`src/rtl/div_unit.sv`:
```
// Iterative 32-bit restoring divider (DIV/DIVU), one quotient bit per cycle.
// result_o packs {remainder, quotient}; a zero divisor yields an all-zero result.
module div_unit (
    input  logic        clk,
    input  logic        rst,
    input  logic        start_i,
    input  logic        annul_i,
    input  logic        signed_div_i,
    input  logic [31:0] opdata1_i,
    input  logic [31:0] opdata2_i,
    output logic [63:0] result_o,
    output logic        ready_o
);

    typedef enum logic [1:0] {StIdle, StByZero, StOn, StEnd} state_e;

    state_e      state_q, state_d;
    logic [5:0]  cnt_q, cnt_d;
    logic [31:0] rem_q, rem_d;
    logic [31:0] quo_q, quo_d;
    logic [31:0] divisor_q, divisor_d;
    logic        neg_quo_q, neg_quo_d;
    logic        neg_rem_q, neg_rem_d;
    logic [63:0] result_q, result_d;
    logic        ready_q, ready_d;

    logic        op1_neg, op2_neg;
    logic [31:0] op1_mag, op2_mag;
    logic [32:0] sh_rem;
    logic [31:0] sh_quo;
    logic [31:0] sub_b;
    logic [32:0] trial;
    logic [8:0]  carry;
    logic [4:0]  slice;
    logic [31:0] iter_rem, iter_quo;
    logic [31:0] rem_fin, quo_fin;

    function automatic logic [4:0] cla4(input logic [3:0] a, input logic [3:0] b,
                                        input logic cin);
        logic [3:0] g, p;
        logic [4:0] c;
        g    = a & b;
        p    = a ^ b;
        c[0] = cin;
        c[1] = g[0] | (p[0] & c[0]);
        c[2] = g[1] | (p[1] & g[0]) | (p[1] & p[0] & c[0]);
        c[3] = g[2] | (p[2] & g[1]) | (p[2] & p[1] & g[0]) | (p[2] & p[1] & p[0] & c[0]);
        c[4] = g[3] | (p[3] & g[2]) | (p[3] & p[2] & g[1]) | (p[3] & p[2] & p[1] & g[0])
             | (p[3] & p[2] & p[1] & p[0] & c[0]);
        return {c[4], p ^ c[3:0]};
    endfunction

    assign op1_neg = signed_div_i & opdata1_i[31];
    assign op2_neg = signed_div_i & opdata2_i[31];
    assign op1_mag = op1_neg ? (~opdata1_i + 32'd1) : opdata1_i;
    assign op2_mag = op2_neg ? (~opdata2_i + 32'd1) : opdata2_i;

    // Partial remainder stays below the divisor, so 32 stored bits suffice.
    assign sh_rem = {rem_q, quo_q[31]};
    assign sh_quo = {quo_q[30:0], 1'b0};
    assign sub_b  = ~divisor_q;

    // trial = sh_rem - {1'b0, divisor}: eight CLA slices plus a top-bit full adder.
    always_comb begin
        carry    = '0;
        slice    = '0;
        trial    = '0;
        carry[0] = 1'b1;
        for (int i = 0; i < 8; i++) begin
            slice           = cla4(sh_rem[4*i +: 4], sub_b[4*i +: 4], carry[i]);
            trial[4*i +: 4] = slice[3:0];
            carry[i+1]      = slice[4];
        end
        trial[32] = sh_rem[32] ^ 1'b1 ^ carry[8];
    end

    assign iter_rem = trial[32] ? sh_rem[31:0] : trial[31:0];
    assign iter_quo = {sh_quo[31:1], ~trial[32]};
    assign quo_fin  = neg_quo_q ? (~iter_quo + 32'd1) : iter_quo;
    assign rem_fin  = neg_rem_q ? (~iter_rem + 32'd1) : iter_rem;

    always_comb begin
        state_d   = state_q;
        cnt_d     = cnt_q;
        rem_d     = rem_q;
        quo_d     = quo_q;
        divisor_d = divisor_q;
        neg_quo_d = neg_quo_q;
        neg_rem_d = neg_rem_q;
        result_d  = result_q;
        ready_d   = ready_q;

        case (state_q)
            StIdle: begin
                ready_d  = 1'b0;
                result_d = '0;
                if (start_i && !annul_i) begin
                    divisor_d = op2_mag;
                    quo_d     = op1_mag;
                    rem_d     = '0;
                    cnt_d     = '0;
                    neg_quo_d = op1_neg ^ op2_neg;
                    neg_rem_d = op1_neg;
                    state_d   = (opdata2_i == 32'd0) ? StByZero : StOn;
                end
            end
            StByZero: begin
                state_d  = StEnd;
                result_d = '0;
                ready_d  = 1'b1;
            end
            StOn: begin
                rem_d = iter_rem;
                quo_d = iter_quo;
                cnt_d = cnt_q + 6'd1;
                if (cnt_q == 6'd31) begin
                    state_d  = StEnd;
                    result_d = {rem_fin, quo_fin};
                    ready_d  = 1'b1;
                end
            end
            StEnd: begin
                if (!start_i) begin
                    state_d  = StIdle;
                    ready_d  = 1'b0;
                    result_d = '0;
                    cnt_d    = '0;
                end
            end
            default: state_d = StIdle;
        endcase

        // Pipeline flush wins over any other transition.
        if (annul_i && (state_q != StIdle)) begin
            state_d  = StIdle;
            ready_d  = 1'b0;
            result_d = '0;
            cnt_d    = '0;
        end
    end

    always_ff @(posedge clk or posedge rst) begin
        if (rst) begin
            state_q   <= StIdle;
            cnt_q     <= '0;
            rem_q     <= '0;
            quo_q     <= '0;
            divisor_q <= '0;
            neg_quo_q <= 1'b0;
            neg_rem_q <= 1'b0;
            result_q  <= '0;
            ready_q   <= 1'b0;
        end else begin
            state_q   <= state_d;
            cnt_q     <= cnt_d;
            rem_q     <= rem_d;
            quo_q     <= quo_d;
            divisor_q <= divisor_d;
            neg_quo_q <= neg_quo_d;
            neg_rem_q <= neg_rem_d;
            result_q  <= result_d;
            ready_q   <= ready_d;
        end
    end

    assign result_o = result_q;
    assign ready_o  = ready_q;

endmodule

```
`config.mk`:
```
export PLATFORM = sky130hd
export DESIGN_NAME = div_unit
export DESIGN_NICKNAME = d
export VERILOG_FILES = /design/src/rtl/div_unit.sv
export SDC_FILE = /design/constraint.sdc
export NUM_CORES = 1
export LEC_CHECK = 0
export BUFFER_PORTS_ARGS = -buffer_cell sky130_fd_sc_hd__buf_4
export CAP_MARGIN = 20
export CORE_UTILIZATION = 55
export CTS_CLUSTER_DIAMETER = 80
export DETAILED_ROUTE_END_ITERATION = 8
export HOLD_SLACK_MARGIN = 0.02
export PLACE_DENSITY = 0.73
export SLEW_MARGIN = 0
export SYNTH_ARGS = -nofsm -noshare
export SYNTH_HDL_FRONTEND = slang
export SYNTH_SLANG_ARGS = --single-unit
```
`constraint.sdc`:
```
create_clock -name clk -period 17 [get_ports clk]
set_input_delay 4.25 -clock clk [delete_from_list [all_inputs] [get_ports clk]]
set_output_delay 4.25 -clock clk [all_outputs]
set_load 0.03 [all_outputs]
```
==> results.yml <==
sta:
  tightest_slew_ns: 1.06
  finalHoldViolations: 0
  setup_viol: 0
  rsz0062_at_grt: "false"
  slew_headroom: 0.291
  finalSetupTns_ns: 0
  slew_viol_final: 0
  fin_crit_ns: 6.64
  clock.fmax_ghz: 0.151
  skew_ns: 0.0124
  period_share: 0.391
floorplanning:
  die-height_um: 149
  die_w_um: 149
  die-area_um2: 22200
  core_area_um2: 21100
  rows: 53
  pin_count: 134
  initial_core_util: 0.564
global_routing:
  grt_pass1_wl_mm: 52.0
  overflow: 0
  grt_pass1_vias: 9790
  grt_max_degree: 103
  grt_use_total: 0.298
  antenna_found_initial: 0
setup_path:
  endpoint: "divisor_q[30]"
  crit_chain: "buf_4 -> nor3_1 -> nand2_1 -> nor4_1 -> nor2b_1 -> nand2_1 -> nor2_1 -> nand2_1 -> nor4_1 -> a21oi_1 -> xnor2_1 -> o21ai_0"
  critPathMaxFanout: 4
  critPathSlowestCell: "nor4_1"
  startpoint: "opdata2_i[7]"
  r2r-start: "quo_q[31]"
  cpPeakStageDelay_ns: 0.58
  worstRegToRegCells: 20
  critical_path_class: "input pin to register"
  rr_endpoint: "result_o[62]"
  ff2ff_setup_slack_ns: 10.88
  endpoint_kind: "register"
  arrival_ns: 6.92
  path_common_cell: "nand2_1"
  required_ns: 17.28
  critPathLaunchType: "input pin"
synth:
  synth.avg_cell_area_um2: 8.25
  synth_fp_nets: 1558
  synth-seq-cells: 171
  yosys_warnings: 0
  ys_types: 82
  async_flop_share: 1.00
  synth_area_leader_cell: "dfrtp_1"
  synth_edf_count: 0
  synthFlopType: "dfrtp_1"
  synth_top_area_share: 0.360
  ys_seq_area_frac: 0.360
  yosys-top-cells-area: "dfrtp_1, o21ai_0, nand2_1"
  synth_cells: 1441
  netlist_area_um2: 11900
finish:
  num-fill-cells: 1855
  register_area_um2: 4280
  drive_gt1_frac: 0.139
  n_antenna_cell: 0
  layout.nets: 1649
  layout_commonest_cell: "nand2_1"
  multi_input_area_um2: 7120
  area_growth_pct: 14.7
  final_cell_mix: "nand2_1, o21ai_0, dfrtp_1, buf_4, a21oi_1"
clocking:
  clk_pin_slew_ns: 0.07
  cts_hold_buf: 0
  cts_setup_buffers: 0
  cts_tree: "yes"
  cts.htree.levels: 4
  cts_root_buffer: "clkbuf_16"
  insertion_delay_ns: 0.44
  cts_made_buffers: 17
  cts_max_path_buffers: 2
  ctsResizeCount: 0
  clock-sinks: 171
route:
  wl_met1_mm: 15.5
  wl_per_cell_um: 17.7
  drt_iter0_markers: 1012
  wl_met3_mm: 3.04
  routed_wl_mm: 32.3
  vias: 10900
  vias_per_cell: 5.96
  wl_met2_mm: 13.3
  drc: 0
  drtAntennaViolNets: 0
  dr.pass1.iters: 5
  routed.top_layer: "met4"
hold_path:
  hold_depth: 2
  worstHoldPathType: "register to register"
placed_design:
  portBuffers: 133
  gp_congestion: 0.949
  post-dp-hpwl_mm: 23.7
status:
  status: "completed"
job:
  cap_violations: 0
==> area by class of cell <==
cell class / instances / area share
Tap cell: 275 / 0.0252
Timing Repair Buffer: 144 / 0.0793
Inverter: 59 / 0.0166
Multi-Input combinational cell: 1139 / 0.522
Clock buffer: 18 / 0.0322
Sequential cell: 171 / 0.314
Clock inverter: 14 / 0.0109
==> cell usage after synthesis, types with 5 or more instances <==
master,n
nand2_1,228
o21ai_0,183
dfrtp_1,171
a21oi_1,110
nor2_1,92
xnor2_1,78
inv_1,58
clkbuf_1,56
xor2_1,56
ha_1,41
o31ai_1,40
mux2i_1,27
nor4_1,24
nand3_1,22
nor3_1,22
or3_1,18
and2_1,12
o41ai_1,10
or4_1,10
a31oi_1,9
mux2_2,8
fa_1,7
nand2b_1,7
nand4_1,7
a21o_1,6
and3_1,6
buf_1,6
buf_2,6
nor2b_1,6
o211ai_1,6
o21a_1,6
o21ai_1,5
o31a_1,5
or2_2,5
==> layer usage <==
| metal | track usage | vias up |
|---|---|---|
| met5 | 0 | - |
| met2 | 0.412 | 455 |
| met1 | 0.477 | 5085 |
| met3 | 0.0468 | 33 |
| met4 | 0.0714 | 0 |
| li1 | - | 5278 |
==> worst max-delay path: cells and delay by family <==
family / cells / cell delay (ns)
xor+xnor: 1 / 0.17
simple gates: 8 / 2.11
compound gates: 2 / 0.25
buf+inv: 1 / 0.12
==> worst min path at each step <==
stage                             start            end  slack (ns)
after CTS                  result_o[41]   result_o[41]        0.49
after detailed placement   result_o[41]   result_o[41]        0.47
after floorplan           divisor_q[10]  divisor_q[10]        0.45
after global routing       divisor_q[7]   divisor_q[7]        0.50
final                      result_o[41]   result_o[41]        0.48
after global placement     divisor_q[3]   divisor_q[3]        0.46
==> cells by family (layout without fill, tap and decap cells) <==
family          Yosys count  count (layout)  synth area share
compound gates          434             434             0.219
xor+xnor                134             134            0.0987
fa+ha+maj                48              48            0.0549
buf+inv                 131             235            0.0436
flops                   171             171             0.360
mux                      36              36            0.0316
simple gates            487             487             0.192
==> flip-flops by register name, indices dropped and copies added, names as in the netlist <==
register	flops
cnt_q	6
neg_quo_q	1
state_q	2
quo_q	32
divisor_q	32
result_o	64
neg_rem_q	1
ready_o	1
rem_q	32
==> through the flow <==
stage | instance area, µm² | hold slack, ns | utilization | setup slack, ns | std cells
after floorplan | 11900 | 0.450 | - | 8.12 | 1441
after global placement | 13000 | 0.461 | 0.619 | 10.15 | 1788
after detailed placement | 13000 | 0.471 | 0.619 | 10.0 | 1788
after CTS | 13600 | 0.486 | 0.647 | 10.44 | 1820
after global routing | 13600 | 0.502 | 0.647 | 10.02 | 1820
final | 13600 | 0.478 | 0.647 | 10.36 | 1820
Power is not shown: default switching activity piles up to over one toggle a cycle in this logic, so the estimate is an artifact.
